--- config.mk ---
export PLATFORM = sky130hd
export DESIGN_NAME = miriscv_apb_bridge
export DESIGN_NICKNAME = d
export VERILOG_FILES = /design/src/rtl/miriscv_apb_bridge.sv
export SDC_FILE = /design/constraint.sdc
export NUM_CORES = 1
export LEC_CHECK = 0
export ABC_AREA = 1
export CELL_PAD_IN_SITES_DETAIL_PLACEMENT = 0
export CELL_PAD_IN_SITES_GLOBAL_PLACEMENT = 1
export CORE_MARGIN = 5
export CORE_UTILIZATION = 25
export CTS_CLUSTER_SIZE = 10
export DETAILED_ROUTE_END_ITERATION = 8
export HOLD_SLACK_MARGIN = 0.02
export PLACE_DENSITY_LB_ADDON = 0.1
export SLEW_MARGIN = 10
export SYNTH_ARGS = -nofsm -noshare
export SYNTH_HDL_FRONTEND = slang
export SYNTH_SLANG_ARGS = --single-unit
--- constraint.sdc ---
create_clock -name clk_i -period 4.4 [get_ports clk_i]
set_input_delay 0.44 -clock clk_i [delete_from_list [all_inputs] [get_ports clk_i]]
set_output_delay 0.44 -clock clk_i [all_outputs]
set_load 0.01 [all_outputs]
--- src/rtl/miriscv_apb_bridge.sv ---
// miriscv_apb_bridge
// Turns core data-port transactions (req/gnt/rvalid) into two-phase APB
// transfers (SETUP, ACCESS). It decodes the slave index from an address
// field, waits on PREADY, and returns slave errors, decode misses and
// hang timeouts to the core as an error response.
// Only one transfer is ever outstanding.

module miriscv_apb_bridge #(
   parameter int XLEN    = 32,
   parameter int NSLV    = 2,
   parameter int SEL_LSB = 12,
   parameter int SEL_W   = 2,
   parameter int TIMEOUT = 1024
) (
   input  logic                 clk_i,
   input  logic                 arst_i,
   // core side
   input  logic                 req_i,
   input  logic                 we_i,
   input  logic [XLEN/8-1:0]    be_i,
   input  logic [XLEN-1:0]      addr_i,
   input  logic [XLEN-1:0]      wdata_i,
   output logic                 gnt_o,
   output logic                 rvalid_o,
   output logic [XLEN-1:0]      rdata_o,
   output logic                 err_o,
   // APB side
   output logic [NSLV-1:0]      psel_o,
   output logic                 penable_o,
   output logic                 pwrite_o,
   output logic [XLEN-1:0]      paddr_o,
   output logic [XLEN-1:0]      pwdata_o,
   output logic [XLEN/8-1:0]    pstrb_o,
   input  logic [NSLV*XLEN-1:0] prdata_i,
   input  logic [NSLV-1:0]      pready_i,
   input  logic [NSLV-1:0]      pslverr_i,
   // status
   output logic [7:0]           timeout_cnt_o
);

   localparam int BW = XLEN / 8;

   // The counter value in the last ACCESS cycle before an abort. The counter
   // counts completed wait cycles, so expiry is taken one count early, and
   // the abort lands exactly after TIMEOUT cycles with PREADY low.
   localparam logic [15:0] TO_LAST = 16'((TIMEOUT == 0) ? 0 : (TIMEOUT - 1));

   typedef enum logic [1:0] {
      IDLE   = 2'd0,
      SETUP  = 2'd1,
      ACCESS = 2'd2,
      RESP   = 2'd3
   } state_t;

   state_t            state_r;
   state_t            state_nxt_s;

   logic [SEL_W-1:0]  idx_s;
   logic [NSLV-1:0]   dec_s;
   logic              dec_ok_s;

   logic [NSLV-1:0]   tgt_r;
   logic [XLEN-1:0]   sel_rdata_s;
   logic              sel_ready_s;
   logic              sel_err_s;

   logic              grant_s;
   logic              to_hit_s;
   logic [15:0]       cnt_r;
   logic [15:0]       cnt_nxt_s;
   logic [XLEN-1:0]   rdata_nxt_s;
   logic              err_nxt_s;
   logic [NSLV-1:0]   psel_nxt_s;

   logic              rvalid_r;
   logic [XLEN-1:0]   rdata_r;
   logic              err_r;
   logic [NSLV-1:0]   psel_r;
   logic              penable_r;
   logic              pwrite_r;
   logic [XLEN-1:0]   paddr_r;
   logic [XLEN-1:0]   pwdata_r;
   logic [BW-1:0]     pstrb_r;
   logic [7:0]        tcnt_r;

   assign idx_s = addr_i[SEL_LSB +: SEL_W];

   // One-hot decode of the requested slave index; indices at or beyond NSLV decode to all zeros.
   always_comb begin
      dec_s = {NSLV{1'b0}};
      for (int k = 0; k < NSLV; k++) begin
         if (idx_s == SEL_W'(k)) begin
            dec_s[k] = 1'b1;
         end else begin
            dec_s[k] = 1'b0;
         end
      end
   end

   assign dec_ok_s = |dec_s;

   // AND-OR mux of the selected slave's response; unselected slaves contribute nothing.
   always_comb begin
      sel_rdata_s = {XLEN{1'b0}};
      sel_ready_s = 1'b0;
      sel_err_s   = 1'b0;
      for (int k = 0; k < NSLV; k++) begin
         sel_rdata_s = sel_rdata_s | (prdata_i[k*XLEN +: XLEN] & {XLEN{tgt_r[k]}});
         sel_ready_s = sel_ready_s | (pready_i[k]  & tgt_r[k]);
         sel_err_s   = sel_err_s   | (pslverr_i[k] & tgt_r[k]);
      end
   end

   // Next-state, response capture and timeout decisions.
   always_comb begin
      state_nxt_s = state_r;
      cnt_nxt_s   = cnt_r;
      rdata_nxt_s = rdata_r;
      err_nxt_s   = err_r;
      grant_s     = 1'b0;
      to_hit_s    = 1'b0;
      case (state_r)
         IDLE: begin
            if (req_i) begin
               grant_s = 1'b1;
               if (dec_ok_s) begin
                  state_nxt_s = SETUP;
               end else begin
                  // decode miss: answer with an error, never touch the bus
                  state_nxt_s = RESP;
                  rdata_nxt_s = {XLEN{1'b0}};
                  err_nxt_s   = 1'b1;
               end
            end else begin
               state_nxt_s = IDLE;
            end
         end
         SETUP: begin
            state_nxt_s = ACCESS;
            cnt_nxt_s   = 16'd0;
         end
         ACCESS: begin
            if (sel_ready_s) begin
               // PREADY wins even in the cycle the timeout would expire
               state_nxt_s = RESP;
               rdata_nxt_s = pwrite_r ? {XLEN{1'b0}} : sel_rdata_s;
               err_nxt_s   = sel_err_s;
            end else if ((TIMEOUT != 0) && (cnt_r == TO_LAST)) begin
               state_nxt_s = RESP;
               rdata_nxt_s = {XLEN{1'b0}};
               err_nxt_s   = 1'b1;
               to_hit_s    = 1'b1;
            end else begin
               cnt_nxt_s   = cnt_r + 16'd1;
            end
         end
         RESP: begin
            state_nxt_s = IDLE;
         end
         default: begin
            state_nxt_s = IDLE;
         end
      endcase
   end

   // The select goes to the freshly decoded slave in SETUP and stays on the latched target through ACCESS.
   always_comb begin
      if (state_nxt_s == SETUP) begin
         psel_nxt_s = dec_s;
      end else if (state_nxt_s == ACCESS) begin
         psel_nxt_s = tgt_r;
      end else begin
         psel_nxt_s = {NSLV{1'b0}};
      end
   end

   // State and wait-cycle counter registers.
   always_ff @(posedge clk_i or posedge arst_i) begin
      if (arst_i) begin
         state_r <= IDLE;
         cnt_r   <= 16'd0;
      end else begin
         state_r <= state_nxt_s;
         cnt_r   <= cnt_nxt_s;
      end
   end

   // Registered bus, response and status outputs; request attributes are latched at grant.
   always_ff @(posedge clk_i or posedge arst_i) begin
      if (arst_i) begin
         tgt_r     <= {NSLV{1'b0}};
         psel_r    <= {NSLV{1'b0}};
         penable_r <= 1'b0;
         pwrite_r  <= 1'b0;
         paddr_r   <= {XLEN{1'b0}};
         pwdata_r  <= {XLEN{1'b0}};
         pstrb_r   <= {BW{1'b0}};
         rvalid_r  <= 1'b0;
         rdata_r   <= {XLEN{1'b0}};
         err_r     <= 1'b0;
         tcnt_r    <= 8'd0;
      end else begin
         psel_r    <= psel_nxt_s;
         penable_r <= (state_nxt_s == ACCESS);
         rvalid_r  <= (state_nxt_s == RESP);
         rdata_r   <= rdata_nxt_s;
         err_r     <= err_nxt_s;
         if (grant_s) begin
            tgt_r    <= dec_s;
            pwrite_r <= we_i;
            paddr_r  <= addr_i;
            pwdata_r <= wdata_i;
            pstrb_r  <= we_i ? be_i : {BW{1'b0}};
         end else begin
            tgt_r    <= tgt_r;
            pwrite_r <= pwrite_r;
            paddr_r  <= paddr_r;
            pwdata_r <= pwdata_r;
            pstrb_r  <= pstrb_r;
         end
         if (to_hit_s && (tcnt_r != 8'hFF)) begin
            tcnt_r <= tcnt_r + 8'd1;
         end else begin
            tcnt_r <= tcnt_r;
         end
      end
   end

   // The grant is combinational so a request is accepted in the cycle it appears; it is forced low during reset.
   assign gnt_o         = grant_s & ~arst_i;
   assign rvalid_o      = rvalid_r;
   assign rdata_o       = rdata_r;
   assign err_o         = err_r;
   assign psel_o        = psel_r;
   assign penable_o     = penable_r;
   assign pwrite_o      = pwrite_r;
   assign paddr_o       = paddr_r;
   assign pwdata_o      = pwdata_r;
   assign pstrb_o       = pstrb_r;
   assign timeout_cnt_o = tcnt_r;

endmodule

======== Word-level counts from Yosys, hierarchy flattened ========
Cells that the tools add are included.
W data, S select, Z words.
word-level totals
  bits in registers ....................... 134
  output and inout port bits .............. 115
cells by class
  equal/unequal tests ..................... 14
  muxes and demuxes ....................... 29
  add/sub/neg operators ................... 2
  bitwise operators ....................... 11
  reductions and logical operators ........ 8
operators with widths
  kind                     count
  $mux W32                 5
  $and A32 B32 Y32         2
  $pmux W32 S2             1
  $mux W16                 2
  $or A32 B32 Y32          1
  $pmux W16 S2             1
  $add A16 B1 Y16 const B  1
  $eq A16 B10 Y1 const B   1
  $mux W2                  6
  $mux W1                  11
  $add A8 B1 Y8 const B    1
  $eq A2 B2 Y1 const B     4
  $ne A2 B2 Y1 const B     4
  $ne A8 B8 Y1 const B     1
  $pmux W2 S4              1
  $eq A2 B1 Y1 const B     3
  $and A1 B1 Y1            5
  $logic_not A2 Y1         2
  $mux W4                  1
  $reduce_and A4 Y1        1
  $reduce_bool A2 Y1       2
  $ne A3 B3 Y1 const B     1
  $reduce_and A3 Y1        1
  $or A1 B1 Y1             2
  other kinds (4)          4

======== Longest topological paths before layout ========
  depth in word-level cells ............... 9
  depth in mapped cells ................... 11
  mapped depth without buffers ............ 11

======== Least setup slack after synthesis ========
No wires, ideal clock.
  path kind ............................... register -> register
  start point ............................. register cnt_r[0]
  end point ............................... register err_r, in the netlist err_o
  stages on the path, launching flop included .. 10
  slack ................................... 2782 ps
  data arrival time ....................... 1502 ps
  required time ........................... 4283 ps
  setup time .............................. 117 ps
  clock period less this slack ............ 1618 ps
  cells stage by stage .................... dfrtp_1 -> ha_1 -> nand3_4 -> nor2_8 -> nand3_4 -> o211ai_4 -> nand2_4 -> buf_6 -> nand2_1 -> nand2_1
between the ends
  word-level cells in the longest chain between the ends .. 3
RTL lines
  item                         RTL line  RTL
  start: declaration           69        logic [15:0] cnt_r;
  start signal: assignment     184       cnt_r <= cnt_nxt_s;
  $eq A16 B10 Y1               148       end else if ((TIMEOUT != 0) && (cnt_r == TO_LAST)) begin
  $ne A3 B3 Y1 (no line)       n/a
  $reduce_and A4 Y1 (no line)  n/a
  end signal: assignment       207       err_r <= err_nxt_s;
  end: declaration             77        logic err_r;
No other way between the ends.
A chain may end at the register's enable or synchronous reset.

======== Worst setup path after layout ========
  start point ............................. register state_r[0]
  end point ............................... output gnt_o
between the ends
  word-level cells in the longest chain between the ends .. 3
RTL lines
  item                      RTL line  RTL
  start: declaration        55        state_t state_r;
  start signal: assignment  183       state_r <= state_nxt_s;
  $logic_not A2 Y1          122       case (state_r)
  $mux W1                   122
  $and A1 B1 Y1             230       assign gnt_o = grant_s & ~arst_i;
  end: declaration          23        output logic gnt_o,
No other way between the ends.

==> flow_metrics.tcl <==
set metrics [dict create \
    rsz0062_at_grt "no" \
    ys_seq_elements 134 \
    worst_ep_required_time_ns 3.96 \
    num_rows 58 \
    status "completed" \
    ioPinCount 255 \
    synth.distinct_cells 31 \
    postSynthCellCount 805 \
    p_leak_nw 4.58 \
    hold_end "rdata_o[5]" \
    grt_pass1_vias 6050 \
    die_area_um2 28600 \
    finalCritPeriodShare_pct 62.2 \
    synth-edff-count 0 \
    met3_length_um 2160 \
    n_antenna_cell 0 \
    fin_skew_ns 0.0113 \
    clk_transition_reported_paths_ns 0.06 \
    route.detailed.drc 0 \
    post_cts_buffers 0 \
    fin_tns_setup_ns 0 \
    fmax_mhz 365 \
    holdPathStages 2 \
    die_h_um 169 \
    crit_fanout 30 \
    drt_pass1_iterations 5 \
    wl_per_cell_um 15.5 \
    portBuffers 254 \
    hp-start "rdata_o[5]" \
    critPathArrivalTime_ns 2.30 \
    dr_total_vias 5893 \
    die_width_um 169 \
    critical-path-slowest-cell "clkdlybuf4s50_1" \
    overflow 0 \
    clkSinkCount 134 \
    layout_common_cells "nand2_1 (423), clkdlybuf4s50_1 (254), dfrtp_1 (134)" \
    worst_hold_path_type "reg2reg" \
    fillers 2617 \
    crit_type "reg2out" \
    cts_tree "done" \
    grt_pass1_wl_um 34300 \
    cts_made_buffers 17 \
    cellPowerDensity_nw_per_um2 575 \
    cts-root-buf "clkbuf_16" \
    final_common_cell "nand2_1" \
    clock_path_buffers 2 \
    clk_latency_ns 0.42 \
    seq_area_frac_synth_pct 53.0 \
    gp_congestion 0.727 \
    r2r-end "paddr_o[31]" \
    synthesis.nets 950 \
    synthArstFlopShare_pct 100 \
    routed.top_layer "met4" \
    wl_um 21500 \
    slowest_delay_ns 0.56 \
    antenna_found_initial 0 \
    start_util_pct 25.3 \
    hold_ws_ns 0.468 \
    reg2reg_from "state_r[0]" \
    worstSetupStartpointType "flip-flop" \
    syn_area_per_cell_um2 7.85 \
    period_needed_ns 2.74 \
    r2r_cells 7 \
    yosys_warnings 0 \
    maxCapViolCount 0 \
    final_nets 1192 \
    drt_iter0_drc 215 \
    vdd_drop_max_mv 0.249 \
    route.met2.wl_um 10000 \
    area_growth_pct 53.8 \
    synthFlopType "dfrtp_1" \
    setup_viol 0 \
    cts-hold-fix-buffers 0 \
    endpoint_kind "primary output" \
    vias_per_cell 4.24 \
    dp_hpwl_um 15100 \
    finalHoldViolCount 0 \
    wirelength_met1_um 9180 \
    tightestPinTransition_ns 0.823 \
    layout-drive-gt1-share_pct 5.57 \
    slew_violations 0 \
    reg2reg_slack_ns 1.90 \
    cts_resized 0 \
    core_um2 25000 \
    cts_htree_levels 4 \
    path_cells "inv_1 > ha_1 > nand2_2 > nor2_1 > clkdlybuf4s50_1" \
    grt_max_degree 86 \
    ant_nets 0 \
    track_usage_pct 15.1 \
    synth.cell_area_um2 6320 \
    slew_headroom_pct 45.1 \
]
==> critical path: cells and delay by family (launching register included) <==
family | cells | cell delay, ns
DFF | 1 | 0.39
adders and majority gates | 1 | 0.24
and+or+nand+nor | 2 | 0.60
buffers and inverters | 2 | 0.64
==> cell families (layout without fill, tap and decap cells) <==
| kind of cell | after synthesis | after routing | share of synthesized area, % |
|---|---|---|---|
| compound gates | 55 | 55 | 4.71 |
| xor+xnor | 14 | 14 | 1.94 |
| fa+ha+maj | 5 | 5 | 0.990 |
| simple gates | 527 | 527 | 34.0 |
| flops | 134 | 134 | 53.0 |
| buf+inv | 70 | 325 | 5.32 |
==> where the power goes <==
part	internal (mW)	switching, mW	leakage (nW)
Clock	0.853	0.609	0.281
Sequential	1.61	0.202	1.75
Combinational	1.00	1.31	2.55
==> metrics by stage <==
| step | total power, mW | utilization, % | worst slack, ns | instances | cell area [um^2] |
|---|---|---|---|---|---|
| final | 5.59 | 38.8 | 1.66 | 1390 | 9720 |
| after global routing | 6.01 | 38.8 | 1.44 | 1390 | 9720 |
| after CTS | 5.72 | 38.8 | 1.59 | 1390 | 9720 |
| after detailed placement | 4.21 | 36.5 | 1.60 | 1358 | 9130 |
| after global placement | 4.23 | 36.5 | 1.69 | 1358 | 9130 |
| after floorplan | 3.04 | - | 0.377 | 805 | 6320 |
==> worst max-delay path by stage <==
stage	start	end	slack [ns]	cells after the start
finish	state_r[0]	gnt_o	1.66	5
global route	state_r[0]	gnt_o	1.44	5
CTS	state_r[0]	gnt_o	1.59	5
detailed placement	req_i	paddr_o[31]	1.60	6
global placement	req_i	paddr_o[4]	1.69	6
floorplan	arst_i	cnt_r[0]	0.38	1
==> cells in the mapped netlist, types with 2 or more instances <==
| library cell | instances | area share, % |
|---|---|---|
| xor2_1 | 9 | 1.2 |
| nand3_1 | 51 | 4.0 |
| ha_1 | 5 | 0.99 |
| nand2_2 | 3 | 0.30 |
| nand2_4 | 2 | 0.36 |
| nand3_4 | 2 | 0.55 |
| xnor2_1 | 5 | 0.69 |
| buf_6 | 6 | 1.1 |
| inv_1 | 28 | 1.7 |
| inv_2 | 2 | 0.12 |
| clkbuf_1 | 18 | 1.1 |
| o21ai_0 | 16 | 1.3 |
| buf_2 | 8 | 0.63 |
| o21ai_1 | 3 | 0.24 |
| buf_4 | 4 | 0.47 |
| dfrtp_1 | 134 | 53 |
| nor2_1 | 30 | 1.8 |
| nand4_1 | 8 | 0.79 |
| nor3_1 | 2 | 0.16 |
| nand2_1 | 424 | 25 |
| buf_1 | 3 | 0.18 |
| a21oi_1 | 33 | 2.6 |
==> flip-flops by register name, indices dropped and copies added, names as in the netlist, 2 cells and up <==
signal / flops
cnt_r: 16
paddr_o: 32
psel_o: 2
pstrb_o: 4
pwdata_o: 32
rdata_o: 32
state_r: 2
tgt_r: 2
timeout_cnt_o: 8
==> metal layers <==
layer / vias to the layer above / GRT usage [%]
met1: 2717 / 18.5
li1: 2995 / -
met4: 0 / 3.05
met3: 7 / 7.45
met5: - / 0
met2: 174 / 24.2
==> cell type report <==
cell class / instances / area [um^2] / area share [%]
flip-flops and latches: 134 / 3350 / 34.5
multi-input cells: 601 / 2640 / 27.1
clock inverters: 14 / 164 / 1.69
inverters: 30 / 118 / 1.21
clock buffers: 18 / 429 / 4.41
repair buffers: 263 / 2610 / 26.8
well taps: 330 / 413 / 4.25
Note: power is estimated with default switching activity, not from simulation.
